[config.mk]
export PLATFORM = sky130hd
export DESIGN_NAME = conv_window_sequencer_flat
export DESIGN_NICKNAME = d
export VERILOG_FILES = /design/src/rtl/conv_window_sequencer_pkg.sv /design/src/rtl/conv_window_sequencer_if.sv /design/src/rtl/conv_window_sequencer_mac_accum.sv /design/src/rtl/conv_window_sequencer.sv /design/src/flat_wrapper.sv
export SDC_FILE = /design/constraint.sdc
export NUM_CORES = 1
export LEC_CHECK = 0
export ABC_AREA = 1
export CORE_AREA = 2 2 111 124
export DETAILED_ROUTE_END_ITERATION = 6
export DIE_AREA = 0 0 113 126
export SYNTH_ARGS = -nofsm -noshare
export SYNTH_HDL_FRONTEND = slang
export SYNTH_HIERARCHICAL = 1
export SYNTH_SLANG_ARGS = --single-unit
[constraint.sdc]
create_clock -name clk -period 9 [get_ports clk]
set_input_delay 0.9 -clock clk [delete_from_list [all_inputs] [get_ports clk]]
set_output_delay 0.9 -clock clk [all_outputs]
set_load 0.01 [all_outputs]
[src/rtl/conv_window_sequencer_pkg.sv]
// Shared types and widths for the convolution window sequencer.
package conv_seq_pkg;

    typedef enum logic [1:0] {
        IDLE  = 2'd0,
        ISSUE = 2'd1,
        DRAIN = 2'd2,
        DONE  = 2'd3
    } seq_state_t;

    localparam int PIX_W  = 8;
    localparam int IDX_W  = 4;
    localparam int PROD_W = 16;

    // True when an index sits on the last position of a window edge of length size.
    function automatic logic idx_last(input logic [IDX_W-1:0] idx, input logic [IDX_W-1:0] size);
        return idx == (size - {{(IDX_W-1){1'b0}}, 1'b1});
    endfunction

endpackage

[src/rtl/conv_window_sequencer_if.sv]
// Handshake and data bundle between the sequencer, its indexer and the downstream stage.
interface conv_window_sequencer_if
    import conv_seq_pkg::*;
#(
    parameter int ACC_W = 24
) ();

    logic               start;
    logic               start_ready;
    logic               abort;
    logic [IDX_W-1:0]   cur_x;
    logic [IDX_W-1:0]   cur_y;
    logic               en_strobe;
    logic [PIX_W-1:0]   pixel_v;
    logic [PIX_W-1:0]   kernel_v;
    logic [ACC_W-1:0]   result;
    logic [PIX_W-1:0]   norm_pixel;
    logic               result_valid;
    logic               result_ready;
    logic               busy;

    // Sequencer side.
    modport slave (
        input  start, abort, pixel_v, kernel_v, result_ready,
        output start_ready, cur_x, cur_y, en_strobe, result, norm_pixel, result_valid, busy
    );

    // Scheduler / indexer / downstream side.
    modport master (
        output start, abort, pixel_v, kernel_v, result_ready,
        input  start_ready, cur_x, cur_y, en_strobe, result, norm_pixel, result_valid, busy
    );

endinterface

[src/rtl/conv_window_sequencer_mac_accum.sv]
// Multiply-accumulate register: acc += a*b when en, cleared to zero by clear.
module mac_accum
    import conv_seq_pkg::*;
#(
    parameter int ACC_W = 24
) (
    input  logic             clk,
    input  logic             n_rst,
    input  logic             clear,
    input  logic             en,
    input  logic [PIX_W-1:0] a,
    input  logic [PIX_W-1:0] b,
    output logic [ACC_W-1:0] acc
);

    logic [PROD_W-1:0] prod;
    logic [ACC_W-1:0]  acc_reg;

    // 8x8 unsigned product always fits 16 bits; zero-extended before the add.
    assign prod = PROD_W'(a) * PROD_W'(b);
    assign acc  = acc_reg;

    // Accumulator register; clear wins over a simultaneous enable.
    always_ff @(posedge clk or negedge n_rst) begin
        if (!n_rst) begin
            acc_reg <= '0;
        end else if (clear) begin
            acc_reg <= '0;
        end else if (en) begin
            acc_reg <= acc_reg + ACC_W'(prod);
        end
    end

endmodule

[src/rtl/conv_window_sequencer.sv]
// Walks a SIZE x SIZE window through the indexer, accumulates the returned
// pixel*weight pairs and offers the sum on a valid/ready output.
module conv_window_sequencer
    import conv_seq_pkg::*;
#(
    parameter logic [3:0] SIZE         = 4'd3,
    parameter int         ACC_W        = 24,
    parameter int         RESULT_SHIFT = 4
) (
    input  logic                    clk,
    input  logic                    n_rst,
    conv_window_sequencer_if.slave  bus
);

    seq_state_t        state_reg, state_next;
    logic [IDX_W-1:0]  x_reg, x_next;
    logic [IDX_W-1:0]  y_reg, y_next;
    logic              acc_en_reg;
    logic              acc_clear;
    logic              en_strobe;
    logic [ACC_W-1:0]  acc;
    logic [ACC_W-1:0]  shifted;

    // Indexer strobes throughout ISSUE; its data comes back one cycle later.
    assign en_strobe = (state_reg == ISSUE);

    // State, index counters and the delayed strobe that qualifies returning data.
    always_ff @(posedge clk or negedge n_rst) begin
        if (!n_rst) begin
            state_reg  <= IDLE;
            x_reg      <= '0;
            y_reg      <= '0;
            acc_en_reg <= 1'b0;
        end else begin
            state_reg  <= state_next;
            x_reg      <= x_next;
            y_reg      <= y_next;
            acc_en_reg <= en_strobe & ~bus.abort;
        end
    end

    // Next-state and index stepping; abort overrides everything else.
    always_comb begin
        state_next = state_reg;
        x_next     = x_reg;
        y_next     = y_reg;
        acc_clear  = 1'b0;
        if (bus.abort) begin
            state_next = IDLE;
            x_next     = '0;
            y_next     = '0;
        end else begin
            case (state_reg)
                IDLE: begin
                    if (bus.start) begin
                        state_next = ISSUE;
                        acc_clear  = 1'b1;
                        x_next     = '0;
                        y_next     = '0;
                    end
                end
                ISSUE: begin
                    if (idx_last(x_reg, SIZE)) begin
                        x_next = '0;
                        if (idx_last(y_reg, SIZE)) begin
                            y_next     = '0;
                            state_next = DRAIN;
                        end else begin
                            y_next = y_reg + 4'd1;
                        end
                    end else begin
                        x_next = x_reg + 4'd1;
                    end
                end
                DRAIN: begin
                    // The last pair arrives in this cycle and is folded in on this edge.
                    state_next = DONE;
                end
                DONE: begin
                    if (bus.result_ready) begin
                        state_next = IDLE;
                    end
                end
                default: begin
                    state_next = IDLE;
                end
            endcase
        end
    end

    mac_accum #(
        .ACC_W (ACC_W)
    ) u_mac (
        .clk   (clk),
        .n_rst (n_rst),
        .clear (acc_clear),
        .en    (acc_en_reg & ~bus.abort),
        .a     (bus.pixel_v),
        .b     (bus.kernel_v),
        .acc   (acc)
    );

    assign shifted = acc >> RESULT_SHIFT;

    // Output decode: handshake flags from state, normalised pixel saturates at 255.
    always_comb begin
        bus.start_ready  = (state_reg == IDLE);
        bus.busy         = (state_reg != IDLE);
        bus.result_valid = (state_reg == DONE);
        bus.en_strobe    = en_strobe;
        bus.cur_x        = x_reg;
        bus.cur_y        = y_reg;
        bus.result       = acc;
        bus.norm_pixel   = (shifted > ACC_W'(255)) ? 8'hFF : shifted[PIX_W-1:0];
    end

endmodule

[src/flat_wrapper.sv]
// flat-port wrapper written by rule: the top's interface ports become plain ports
module conv_window_sequencer_flat import conv_seq_pkg::*;
#(
    parameter logic [3:0] SIZE         = 4'd3,
    parameter int         ACC_W        = 24,
    parameter int         RESULT_SHIFT = 4
)
  (clk, n_rst, bus_start, bus_abort, bus_pixel_v, bus_kernel_v, bus_result_ready, bus_start_ready, bus_cur_x, bus_cur_y, bus_en_strobe, bus_result, bus_norm_pixel, bus_result_valid, bus_busy);
  conv_window_sequencer_if #(.ACC_W(ACC_W)) bus_i ();
  input  logic clk;
  input  logic n_rst;
  input wire logic [$bits(bus_i.start)-1:0] bus_start;
  input wire logic [$bits(bus_i.abort)-1:0] bus_abort;
  input wire logic [$bits(bus_i.pixel_v)-1:0] bus_pixel_v;
  input wire logic [$bits(bus_i.kernel_v)-1:0] bus_kernel_v;
  input wire logic [$bits(bus_i.result_ready)-1:0] bus_result_ready;
  output wire logic [$bits(bus_i.start_ready)-1:0] bus_start_ready;
  output wire logic [$bits(bus_i.cur_x)-1:0] bus_cur_x;
  output wire logic [$bits(bus_i.cur_y)-1:0] bus_cur_y;
  output wire logic [$bits(bus_i.en_strobe)-1:0] bus_en_strobe;
  output wire logic [$bits(bus_i.result)-1:0] bus_result;
  output wire logic [$bits(bus_i.norm_pixel)-1:0] bus_norm_pixel;
  output wire logic [$bits(bus_i.result_valid)-1:0] bus_result_valid;
  output wire logic [$bits(bus_i.busy)-1:0] bus_busy;
  assign bus_i.start = bus_start;
  assign bus_i.abort = bus_abort;
  assign bus_i.pixel_v = bus_pixel_v;
  assign bus_i.kernel_v = bus_kernel_v;
  assign bus_i.result_ready = bus_result_ready;
  assign bus_start_ready = bus_i.start_ready;
  assign bus_cur_x = bus_i.cur_x;
  assign bus_cur_y = bus_i.cur_y;
  assign bus_en_strobe = bus_i.en_strobe;
  assign bus_result = bus_i.result;
  assign bus_norm_pixel = bus_i.norm_pixel;
  assign bus_result_valid = bus_i.result_valid;
  assign bus_busy = bus_i.busy;
  conv_window_sequencer #(.SIZE(SIZE), .ACC_W(ACC_W), .RESULT_SHIFT(RESULT_SHIFT)) u_core (.clk(clk), .n_rst(n_rst), .bus(bus_i));
endmodule
==> impl_metrics.csv <==
group,metric,value,unit
final_layout,utilization,44.76,%
logic_synthesis,syn_inst,677,
floorplanning,die_h,126,µm
outcome,violations,"DRC",
power_and_ir_drop,p_seq_share,12.6,%
final_layout,largest_register_ffs,24,
logic_synthesis,yosysUniqueCellTypes,32,
timing,grt_setup_unrepaired,"false",
placement,gp_congestion,0.9294,
global_routing,track_usage,17.50,%
power_and_ir_drop,cellPowerDensity,348.6,nW/µm²
logic_synthesis,synth_edf_count,0,
logic_synthesis,ys.flop_type,"dfrtp_1",
power_and_ir_drop,internal_power,932.5,µW
global_routing,grt_max_degree,36,
placement,pre_cts_ws,3674,ps
timing,setup_violations,0,
final_layout,final_cells,892,
routing,wl_per_cell,13.18,µm
clock_network,clkLatencyLatePin,290,ps
logic_synthesis,yosysTopAreaCellShare,20.54,%
placement,dp.cells,884,
critical_path,cp_max_fo,8,
clock_network,ctsHoldBuffers,0,
timing,slew_headroom,29.46,%
clock_network,cts_tree,"built",
global_routing,grt_overflow,0,
timing,fmax,197.6,MHz
routing,drc,4,
placement,placedInstanceArea,5642,µm²
run,drv_cap,0,
global_routing,grt_pass1_wl,20.23,mm
critical_path,crit_path_end_kind,"flop",
timing,min_period_over_period,56.22,%
clock_network,post_cts_resized,0,
global_routing,grt_pass1_vias,4121,
floorplanning,core-area,12990,µm²
logic_synthesis,yosysSeqAreaShare,17.97,%
critical_path,start_kind,"input pin",
power_and_ir_drop,vdd_drop_max,0.1362,mV
floorplanning,num_rows,44,
clock_network,cts_num_sinks,35,
logic_synthesis,synth_area,4873,µm²
logic_synthesis,yosys_warnings,6,
power_and_ir_drop,clockPowerShare,10.2,%
clock_network,postCtsSetupBuffers,0,
hold_path,hold_path_class,"reg -> reg",
placement,port_buffers,64,
clock_network,cts_made_buffers,5,
floorplanning,start_util,37.51,%
clock_network,clockRootBuffer,"clkbuf_16",
timing,worst_slew_pin_slew,1054,ps
routing,vias,4160,
power_and_ir_drop,power.leakage,3.292,nW
power_and_ir_drop,netSwitchingPower,1.095,mW
routing,drt_first_pass_iters,7,
routing,drtIter0Drc,193,
power_and_ir_drop,swShare,54.00,%
logic_synthesis,syn-num-nets,797,
final_layout,area_growth,19.33,%
final_layout,diodes,0,
routing,drt_wl_total,11.75,mm
floorplanning,die_w,113,µm
routing,ant_nets,0,
final_layout,nNetsFinal,850,
placement,hpwl,9.728,mm
logic_synthesis,async_reset_ff_share,100.0,%
timing,slew_viol_final,0,
critical_path,path_class,"in -> reg",
logic_synthesis,avgSynthCellArea,7.199,µm²
logic_synthesis,yosys-top-cells-area,"fa_1 21%, dfrtp_1 18%, nand2_1 14%",
final_layout,mostFrequentLayoutCells,"177 x nand2_1, 172 x inv_1, 63 x clkdlybuf4s50_1",
clock_network,htree_num_levels,2,
global_routing,antenna_found_initial,0,
final_layout,layout_commonest_cell,"nand2_1",
clock_network,clk_path_buf_depth,2,
final_layout,final_area,5816,µm²
logic_synthesis,ys_seq_elements,35,
critical_path,crit_required,9180,ps
floorplanning,die_area,14240,µm²
timing,setup_ws,3940,ps
power_and_ir_drop,finalPower,2.027,mW
clock_network,clk_pin_slew,60,ps
final_layout,final_layout_size_suffix_gt1_share,5.198,%
routing,vias_per_cell,4.664,
timing,finalCriticalPeriod,5060,ps
outcome,outcome,"complete, but fails checks",
critical_path,arrival,5240,ps
timing,fin_worst_skew,4.717,ps
floorplanning,io_pins,65,
timing,hold_viol,0,
logic_synthesis,synth_top_area_cell,"fa_1",
power_and_ir_drop,combPwrFrac,77.2,%
timing,hold_slack,544.6,ps
timing,setup_tns,0,ps
==> kinds of logic (layout without fill, tap and decap cells) <==
kind of cell,Yosys count,count (layout),synth area share (%)
AND/OR/NAND/NOR,291,291,27.24
buffers and inverters,194,248,15.04
adder cells (fa/ha/maj),99,99,33.12
AO/OA/AOI/OAI,57,57,6.444
flip-flops,35,35,17.97
XOR/XNOR,1,1,0.1798
==> Yosys cell counts (2+ instances only) <==
cell and number:
inv_2 3, nand3b_1 10, nand2_1 177, o22ai_1 4, buf_2 4, nor2_1 43
clkbuf_1 15, nor3_1 4, a21oi_1 26, nor2_2 2, nand3_1 25, a21oi_2 2
nand3_2 5, nand4_1 6, dfrtp_1 35, ha_1 49, fa_1 50, nand2_2 9
o21ai_1 4, and2_1 2, nand2_4 2, o21ai_0 18, inv_1 172, nand3_4 2
==> cell type report <==
cell class / instances / area [µm²]
Clock buffer: 6 / 138.9
Clock inverter: 2 / 35.03
Fill cell: 1346 / 7177
Inverter: 175 / 656.9
Multi-Input combinational cell: 448 / 3264
Sequential cell: 35 / 875.8
Tap cell: 161 / 201.4
Timing Repair Buffer: 65 / 643.1
==> critical path: stages <==
cell and delay [ps]:
clkdlybuf4s50_1 670, nand2_1 140, fa_1 550, inv_1 50, fa_1 490, fa_1 560, inv_1 60, fa_1 520
inv_1 50, ha_1 350, nand2_1 150, inv_1 70, a21oi_2 180, inv_1 60, a21oi_1 190, nand3b_1 100
nand3_1 100, nand2_1 60
==> path summary, 6_finish.rpt <==
check,cells after the start,startpoint,slack [ps],to
min reg2reg,2,u_core/state_reg[0]$_DFFE_PN0P_,540,u_core/state_reg[0]$_DFFE_PN0P_
max reg2reg,17,u_core/u_mac/acc[6]$_DFFE_PN0P_,5020,u_core/u_mac/acc[12]$_DFFE_PN0P_
min in group asynchronous,1,n_rst,720,u_core/u_mac/acc[16]$_DFFE_PN0P_
max in group asynchronous,1,n_rst,7740,u_core/u_mac/acc[4]$_DFFE_PN0P_
min,2,u_core/state_reg[0]$_DFFE_PN0P_,540,u_core/state_reg[0]$_DFFE_PN0P_
max,18,bus_kernel_v[4],3940,u_core/u_mac/acc[15]$_DFFE_PN0P_
==> power by group through the flow <==
stage / sequential, mW / combinational (mW) / clock [mW]
finish: 0.254 / 1.57 / 0.207
global route: 0.262 / 1.81 / 0.220
CTS: 0.256 / 1.57 / 0.213
detailed placement: 0.258 / 1.56 / 0
global placement: 0.256 / 1.55 / 0
floorplan: 0.265 / 1.11 / 0
==> routing by layer <==
metal	up-vias	routed length, µm	share of wire [%]	GRT usage, %
li1	2125	-	-	-
met1	1955	5325	45	23.15
met2	68	5774	49	29.73
met3	12	389	3.3	2.166
met4	0	265	2.3	5.739
met5	-	0	0	0
(Power assumes the default switching activity.)
